`config.mk`:
```
export PLATFORM = sky130hd
export DESIGN_NAME = led_matrix_scroller
export DESIGN_NICKNAME = d
export VERILOG_FILES = /design/src/rtl/led_matrix_scroller.sv
export SDC_FILE = /design/constraint.sdc
export NUM_CORES = 1
export LEC_CHECK = 0
export ABC_AREA = 1
export CAP_MARGIN = 15
export CORE_ASPECT_RATIO = 0.9
export CORE_MARGIN = 4
export CORE_UTILIZATION = 37
export DETAILED_ROUTE_END_ITERATION = 8
export PLACE_DENSITY_LB_ADDON = 0.25
export SYNTH_ARGS = -nofsm -noshare
export SYNTH_HDL_FRONTEND = slang
export SYNTH_SLANG_ARGS = --single-unit
```
`constraint.sdc`:
```
create_clock -name clk -period 1.9 [get_ports clk]
set_input_delay 0.38 -clock clk [delete_from_list [all_inputs] [get_ports clk]]
set_output_delay 0.38 -clock clk [all_outputs]
set_load 0.02 [all_outputs]
```
`src/rtl/led_matrix_scroller.sv`:
```
// Column-multiplexed LED matrix driver that scans a window of COLS font columns
// out of a MSG_LEN-column message ROM and scrolls that window every SCROLL_FRAMES frames.
module led_matrix_scroller #(
  parameter int TICK_DIV      = 25000,
  parameter int COLS          = 8,
  parameter int ROW_W         = 10,
  parameter int MSG_LEN       = 32,
  parameter int SCROLL_FRAMES = 100
) (
  input  logic                       clk,
  input  logic                       rst_n,
  input  logic                       en,
  input  logic                       dir,
  output logic [$clog2(MSG_LEN)-1:0] rom_adr,
  input  logic [ROW_W-1:0]           rom_dat,
  output logic [COLS-1:0]            col_sel,
  output logic [ROW_W-1:0]           row_dat,
  output logic                       frame_done
);

  localparam int AW = $clog2(MSG_LEN);
  localparam int SW = AW + 1;
  localparam int CW = $clog2(COLS);
  localparam int TW = $clog2(TICK_DIV);
  localparam int FW = $clog2(SCROLL_FRAMES + 1);

  localparam logic [TW-1:0] TICK_LAST = TW'(TICK_DIV - 1);
  localparam logic [CW-1:0] COL_LAST  = CW'(COLS - 1);
  localparam logic [FW-1:0] FRM_LAST  = FW'(SCROLL_FRAMES - 1);
  localparam logic [AW-1:0] MSG_LAST  = AW'(MSG_LEN - 1);
  localparam logic [SW-1:0] MSG_MOD   = SW'(MSG_LEN);

  typedef enum logic [1:0] {IDLE, BLANK, LATCH, SHOW} state_t;

  state_t             state, state_n;
  logic [TW-1:0]      tick_cnt;
  logic               tick;
  logic [CW-1:0]      col, col_n;
  logic [FW-1:0]      frm, frm_n;
  logic [AW-1:0]      offset, offset_n;
  logic [AW-1:0]      rom_adr_n;
  logic [ROW_W-1:0]   row_dat_n;
  logic [COLS-1:0]    col_sel_n;
  logic               frame_done_n;

  // Both operands are below MSG_LEN, so a single conditional subtract
  // gives the modulus even when MSG_LEN is not a power of two.
  function automatic logic [AW-1:0] wrap_add(input logic [AW-1:0] a, input logic [AW-1:0] b);
    logic [SW-1:0] s;
    s = {1'b0, a} + {1'b0, b};
    if (s >= MSG_MOD) s = s - MSG_MOD;
    return s[AW-1:0];
  endfunction

  assign tick = en && (tick_cnt == TICK_LAST);

  // Scan tick prescaler
  always_ff @(posedge clk or negedge rst_n) begin
    if (!rst_n)                             tick_cnt <= '0;
    else if (!en || tick_cnt == TICK_LAST)  tick_cnt <= '0;
    else                                    tick_cnt <= tick_cnt + TW'(1);
  end

  // Scan sequencer: next state and output decode
  always_comb begin
    state_n      = state;
    col_n        = col;
    frm_n        = frm;
    offset_n     = offset;
    rom_adr_n    = rom_adr;
    row_dat_n    = row_dat;
    col_sel_n    = '1;
    frame_done_n = 1'b0;
    if (!en) begin
      state_n   = IDLE;
      col_n     = '0;
      frm_n     = '0;
      row_dat_n = '0;
    end else begin
      case (state)
        IDLE: begin
          if (tick) state_n = BLANK;
        end
        BLANK: begin
          rom_adr_n = wrap_add(offset, AW'(col));
          state_n   = LATCH;
        end
        LATCH: begin
          row_dat_n = rom_dat;
          col_sel_n = ~(COLS'(1) << col);
          state_n   = SHOW;
        end
        SHOW: begin
          col_sel_n = ~(COLS'(1) << col);
          if (tick) begin
            col_sel_n = '1;
            state_n   = BLANK;
            if (col == COL_LAST) begin
              col_n        = '0;
              frame_done_n = 1'b1;
              if (frm == FRM_LAST) begin
                frm_n    = '0;
                offset_n = dir ? ((offset == '0) ? MSG_LAST : offset - AW'(1))
                               : wrap_add(offset, AW'(1));
              end else begin
                frm_n = frm + FW'(1);
              end
            end else begin
              col_n = col + CW'(1);
            end
          end
        end
        default: state_n = IDLE;
      endcase
    end
  end

  // Registered state and outputs; reset blanks the matrix without a clock
  always_ff @(posedge clk or negedge rst_n) begin
    if (!rst_n) begin
      state      <= IDLE;
      col        <= '0;
      frm        <= '0;
      offset     <= '0;
      rom_adr    <= '0;
      row_dat    <= '0;
      col_sel    <= '1;
      frame_done <= 1'b0;
    end else begin
      state      <= state_n;
      col        <= col_n;
      frm        <= frm_n;
      offset     <= offset_n;
      rom_adr    <= rom_adr_n;
      row_dat    <= row_dat_n;
      col_sel    <= col_sel_n;
      frame_done <= frame_done_n;
    end
  end

endmodule

```
==> impl_metrics.env, run 1 <==
export IMPL_clk_pin_slew_ns=0.10
export IMPL_start_util=0.3824
export IMPL_busiest_layer="met2"
export IMPL_antenna_cells=0
export IMPL_wl_per_cell_um=12.29
export IMPL_placedCellCount=527
export IMPL_synth_largest_area_cell="dfrtp_1"
export IMPL_die_w_um=104.3
export IMPL_synth_ff_type="dfrtp_1"
export IMPL_drive_gt1_frac=0.1124
export IMPL_cts_setup_buffers=0
export IMPL_path_buf_inv=1
export IMPL_cts_tree="built"
export IMPL_slew_violations=0
export IMPL_ant_nets=0
export IMPL_worstHoldPathType="in2async"
export IMPL_tns_ns=0
export IMPL_drc=0
export IMPL_final_cells=535
export IMPL_fmax_ghz=0.5426
export IMPL_netlist_top_cells_area="dfrtp_1 (39%), nand2_1 (10%), nand3_1 (8.6%)"
export IMPL_via_count=2614
export IMPL_worstPathRequired_ns=1.52
export IMPL_post_route_period_util=0.9699
export IMPL_ios=38
export IMPL_setup_ws_ns=0.05711
export IMPL_internal_power_uw=2021
export IMPL_fin_crit_ns=1.843
export IMPL_die_height_um=94.63
export IMPL_dp_slack_ns=0.1330
export IMPL_place_congestion=0.8245
export IMPL_powerDensity_nw_per_um2=785.7
export IMPL_cts_buffers_inserted=5
export IMPL_die_area_um2=9866
export IMPL_synth_cell_type_count=28
export IMPL_core_area_um2=8068
export IMPL_crit_chain="clkdlybuf4s50_1"
export IMPL_yosys_top_cells_count="nand2_1 (85), nand3_1 (53), dfrtp_1 (48), inv_1 (47), nor2_1 (47)"
export IMPL_worstSetupStartpointType="flop"
export IMPL_seqPwrFrac=0.475
export IMPL_cap_violations=0
export IMPL_area_delta_synth_final_pct=20.84
export IMPL_holdWs_ns=0.03577
export IMPL_skew_ns=0.01014
export IMPL_nNetsFinal=467
export IMPL_grt_total_usage=0.1419
export IMPL_grt_pass1_wl_mm=11.57
export IMPL_cts_root_buffer="clkbuf_8"
export IMPL_grt_max_degree=35
export IMPL_critPathCaptureType="primary output"
export IMPL_yosys_warnings=0
export IMPL_avgSynthCellArea_um2=7.932
export IMPL_dp_hpwl_mm=4.960
export IMPL_viasPerCell=4.886
export IMPL_dr_first_iter_drc_count=85
export IMPL_port_buffers=37
export IMPL_synthArstFlopShare=1.000
export IMPL_power_frac_clock=0.272
export IMPL_grt_pass1_vias=2513
export IMPL_numClockSinks=56
export IMPL_antenna_found_initial=0
export IMPL_ys_seq_elements=56
export IMPL_syn_num_nets=421
export IMPL_crit_slowest_cell="clkdlybuf4s50_1"
export IMPL_finalCoreUtilization=0.4622
export IMPL_synth_most_common_cell="nand2_1"
export IMPL_rsz0062_at_grt="no"
export IMPL_synth_edff_count=0
export IMPL_wl_mm=6.574
export IMPL_tightestPinTransition_ns=0.5887
export IMPL_fill_cells=821
export IMPL_clk_latency_ns=0.32
export IMPL_htreeDepth=2
export IMPL_switchingPower_uw=908.6
export IMPL_grt_ovfl_total=0
export IMPL_crit_path_max_incr_delay_ns=0.61
export IMPL_relSlewSlack=0.6045
export IMPL_cts_path_max_buffers=2
export IMPL_ir_drop_uv=335.9
export IMPL_synth_top_cell_area_share=0.3893
export IMPL_use_met1=0.1909
export IMPL_netlist_area_um2=3085
export IMPL_first_pass_iters=4
export IMPL_hold_violations=0
export IMPL_cp_arrival_ns=1.46
export IMPL_use_met2=0.2306
export IMPL_syn_instance_count=389
export IMPL_status="complete, no violations"
export IMPL_p_leak_uw=0.001707
export IMPL_yosysSeqAreaShare=0.4574
export IMPL_critPathKind="reg2out"
export IMPL_finalSetupViolCount=0
export IMPL_p_sw_frac=0.3102
export IMPL_critPathMaxFanout=1
export IMPL_p_comb_frac=0.253
export IMPL_use_met3=0.03896
export IMPL_path_delay_family="buffers and inverters"
export IMPL_core_rowCount=31
==> cell type report <==
type,count,area (um^2),area share
clock buffer,5,68.82,0.01846
clock inverter,3,42.54,0.01141
tap,99,123.9,0.03322
inverter,54,202.7,0.05436
timing repair buffer,44,430.4,0.1154
sequential,56,1413,0.3789
multi-input combinational,274,1448,0.3883
==> power groups by stage <==
stage               logic, uW  clock network [uW]  registers, uW
finish                    741                 796           1390
global route              821                 865           1410
CTS                       751                 824           1400
detailed placement        749                   0           1420
global placement          746                   0           1410
floorplan                 303                   0           1520
==> metal layers <==
layer	share of wire	wire length, um
met4	0.012	78
met1	0.49	3251
met2	0.46	2996
met3	0.038	248
met5	0	0
==> final timing paths <==
check	start	end	slack, ns	depth (start not counted)
worst min-delay path	rst_n	frm[3]$_DFFE_PN0P_	0.04	1
worst max-delay path	col_sel[7]$_DFF_PN1_	col_sel[7]	0.06	1
worst max register to register	col[0]$_DFFE_PN0P_	offset[0]$_DFFE_PN0P_	0.25	9
min in group clk	tick_cnt[0]$_DFF_PN0_	tick_cnt[0]$_DFF_PN0_	0.47	1
worst min register to register	tick_cnt[0]$_DFF_PN0_	tick_cnt[0]$_DFF_PN0_	0.47	1
max in group asynchronous	rst_n	row_dat[3]$_DFFE_PN0P_	1.30	2
==> stage by stage <==
| stage | total power [uW] | cell area (um^2) |
|---|---|---|
| finish | 2929 | 3729 |
| global placement | 2159 | 3613 |
| detailed placement | 2165 | 3613 |
| CTS | 2971 | 3725 |
| global route | 3098 | 3729 |
| floorplan | 1825 | 3085 |
==> flip-flops by register name, summed over array words and instances (netlist names) <==
register / cells
rom_adr: 5
col_sel: 8
row_dat: 10
frm: 7
frame_done: 1
col: 3
state: 2
offset: 5
tick_cnt: 15
==> cells by family (layout without fill, tap and decap cells) <==
kind of cell / count (synthesis) / in the layout / synth area share
fa+ha+maj: 18 / 18 / 0.07542
xor+xnor: 3 / 3 / 0.008517
buf+inv: 59 / 106 / 0.07421
compound gates: 25 / 25 / 0.04217
flops: 56 / 56 / 0.4574
simple gates: 228 / 228 / 0.3423
==> placed cells by master, fill, tap and decap left out, types with 2 or more instances in the layout <==
master and instances:
nand2_4 2, clkdlybuf4s50_1 36, nor2_1 47, nand2_1 84, o21ai_1 9, dfstp_2 8
nand4_1 9, nor2_2 6, clkbuf_8 5, o21ai_0 7, nor3_1 15, nand3_1 53
nor2_4 6, ha_1 17, xor2_1 2, buf_4 6, inv_2 7, dfrtp_1 47
inv_1 47, a21oi_1 7
==> repair_timing <==
action                     in CTS  in global routing
hold buffers                    0                  0
setup endpoints to repair       0                  5
gates resized for setup         0                  2
No activity file was read; power rests on OpenSTA's default activity.
==> run 2: changes to the inputs <==
Settings changed: CORE_UTILIZATION 37 to 56.
==> run 2 against run 1 <==
Compared with the run above:
- final cell count shrank 6.4%
- hold slack improved by 0.012 ns
- register-to-register slack got worse by 0.11 ns
- highest routed layer unchanged
- total power decreased by 4.1%
- non-clock buffer count decreased by 2
- cell area is 2.1% lower
==> impl_metrics.env, run 2 (synthesized netlist as in run 1, its figures left out) <==
export IMPL_powerDensity_nw_per_um2=769.4
export IMPL_critPathCaptureType="primary output"
export IMPL_viasPerCell=5.218
export IMPL_ios=38
export IMPL_fin_crit_ns=1.816
export IMPL_grt_ovfl_total=0
export IMPL_p_leak_uw=0.001686
export IMPL_place_congestion=0.9718
export IMPL_ant_nets=0
export IMPL_die_area_um2=6763
export IMPL_path_delay_family="buffers and inverters"
export IMPL_crit_slowest_cell="clkdlybuf4s50_1"
export IMPL_crit_path_max_incr_delay_ns=0.59
export IMPL_crit_chain="clkdlybuf4s50_1"
export IMPL_ir_drop_uv=609.4
export IMPL_regMostFlops="tick_cnt"
export IMPL_ff_latch_area_um2=1413
export IMPL_drive_gt1_frac=0.1014
export IMPL_wl_per_cell_um=12.77
export IMPL_start_util=0.5837
export IMPL_antenna_cells=0
export IMPL_first_pass_iters=5
export IMPL_post_route_period_util=0.9557
export IMPL_die_height_um=78.42
export IMPL_area_delta_synth_final_pct=18.29
export IMPL_antenna_found_initial=0
export IMPL_cap_violations=0
export IMPL_skew_ns=0.004950
export IMPL_cts_root_buffer="clkbuf_8"
export IMPL_hold_violations=0
export IMPL_dr_first_iter_drc_count=161
export IMPL_grt_total_usage=0.2079
export IMPL_r2r_start="col[0]$_DFFE_PN0P_"
export IMPL_wl_met1_mm=2.859
export IMPL_worst_r2r_path_depth=9
export IMPL_fill_cells=422
export IMPL_cp_arrival_ns=1.44
export IMPL_grt_max_degree=57
export IMPL_cts_tree="built"
export IMPL_clk_latency_ns=0.31
export IMPL_largest_register_ffs=15
export IMPL_tightestPinTransition_ns=0.5426
export IMPL_slew_violations=0
export IMPL_critPathKind="reg2out"
export IMPL_clk_pin_slew_ns=0.09
export IMPL_finalSetupViolCount=0
export IMPL_critPathMaxFanout=1
export IMPL_wl_met3_um=303
export IMPL_port_buffers=37
export IMPL_cts_path_max_buffers=2
export IMPL_fmax_ghz=0.5507
export IMPL_wl_met2_mm=3.101
export IMPL_top_regs="tick_cnt (15), row_dat (10), col_sel (8)"
export IMPL_cts_buffers_inserted=5
export IMPL_top_layer="met4"
export IMPL_via_count=2614
export IMPL_drc=0
export IMPL_dp_hpwl_mm=4.759
export IMPL_holdWs_ns=0.04772
export IMPL_worstPathRequired_ns=1.52
export IMPL_wl_mm=6.396
export IMPL_path_buf_inv=1
export IMPL_worstSetupStartpointType="flop"
export IMPL_core_area_um2=5286
export IMPL_relSlewSlack=0.6355
export IMPL_grt_pass1_vias=2523
export IMPL_grt_pass1_wl_mm=11.39
export IMPL_worstHoldPathType="in2async"
export IMPL_status="complete, no violations"
export IMPL_nNetsFinal=465
export IMPL_holdBufCountCts=0
export IMPL_multi_input_area_um2=1445
export IMPL_numClockSinks=56
export IMPL_core_rowCount=25
export IMPL_final_cell_mix="nand2_1 (85), nand3_1 (53), inv_1 (47), nor2_1 (47), dfrtp_1 (47)"
export IMPL_reg2reg_to="offset[1]$_DFFE_PN0P_"
export IMPL_r2r_slack_ns=0.14
export IMPL_layout_commonest_cell="nand2_1"
export IMPL_die_w_um=86.24
export IMPL_htreeDepth=2
export IMPL_rsz0062_at_grt="no"
export IMPL_p_total_uw=2808
export IMPL_tns_ns=0
## run 2: cell count changes in the layout (fill, tap and decap cells not counted)
cell	delta
buf_4	-2
clkinvlp_4	-1
nand2_2	-1
nand2_1	+1
bufinv_16	-1
clkbuf_1	+2
clkbuf_8	+1
clkinv_2	-1
## run 2: what timing repair did
action | CTS | global route
endpoints found under the setup margin | 0 | 2
gates resized for setup | 0 | 1
setup buffers | 0 | 0
## run 2: worst max-delay path by stage
stage | startpoint | end | slack, ns | depth (start not counted)
floorplan | col[1]$_DFFE_PN0P_ | offset[0]$_DFFE_PN0P_ | 0.31 | 9
global placement | en | rom_adr[3]$_DFFE_PN0P_ | 0.19 | 7
detailed placement | col[1]$_DFFE_PN0P_ | offset[1]$_DFFE_PN0P_ | 0.14 | 9
CTS | col_sel[4]$_DFF_PN1_ | col_sel[4] | 0.07 | 1
global route | col[0]$_DFFE_PN0P_ | offset[0]$_DFFE_PN0P_ | 0.001 | 9
finish | col_sel[4]$_DFF_PN1_ | col_sel[4] | 0.08 | 1
## run 2: layout make-up
class / count / area share
Clock buffer: 8 / 0.02468
Inverter: 54 / 0.05554
Multi-Input combinational cell: 274 / 0.3960
Sequential cell: 56 / 0.3870
Tap cell: 67 / 0.02297
Timing Repair Buffer: 42 / 0.1138
## run 2: through the flow
stage / setup slack (ns) / cells / utilization / area (um^2)
after floorplan: 0.3141 / 389 / - / 3085
after global placement: 0.1945 / 493 / 0.6731 / 3558
after detailed placement: 0.1434 / 493 / 0.6731 / 3558
after CTS: 0.06785 / 501 / 0.6902 / 3649
after global routing: 0.001414 / 501 / 0.6904 / 3650
final: 0.08414 / 501 / 0.6904 / 3650
## run 2: where the power goes
part	leakage [uW]	switching, uW	internal (uW)
clock network	0.0000455	369	298
registers	0.000726	75.8	1320
logic	0.000915	434	314
total	0.00169	880	1930
## run 2: layer usage
layer / GRT usage / up-vias
met5: 0 / -
met4: 0.07477 / 0
met3: 0.04512 / 13
met2: 0.3436 / 74
met1: 0.2691 / 1187
li1: - / 1340
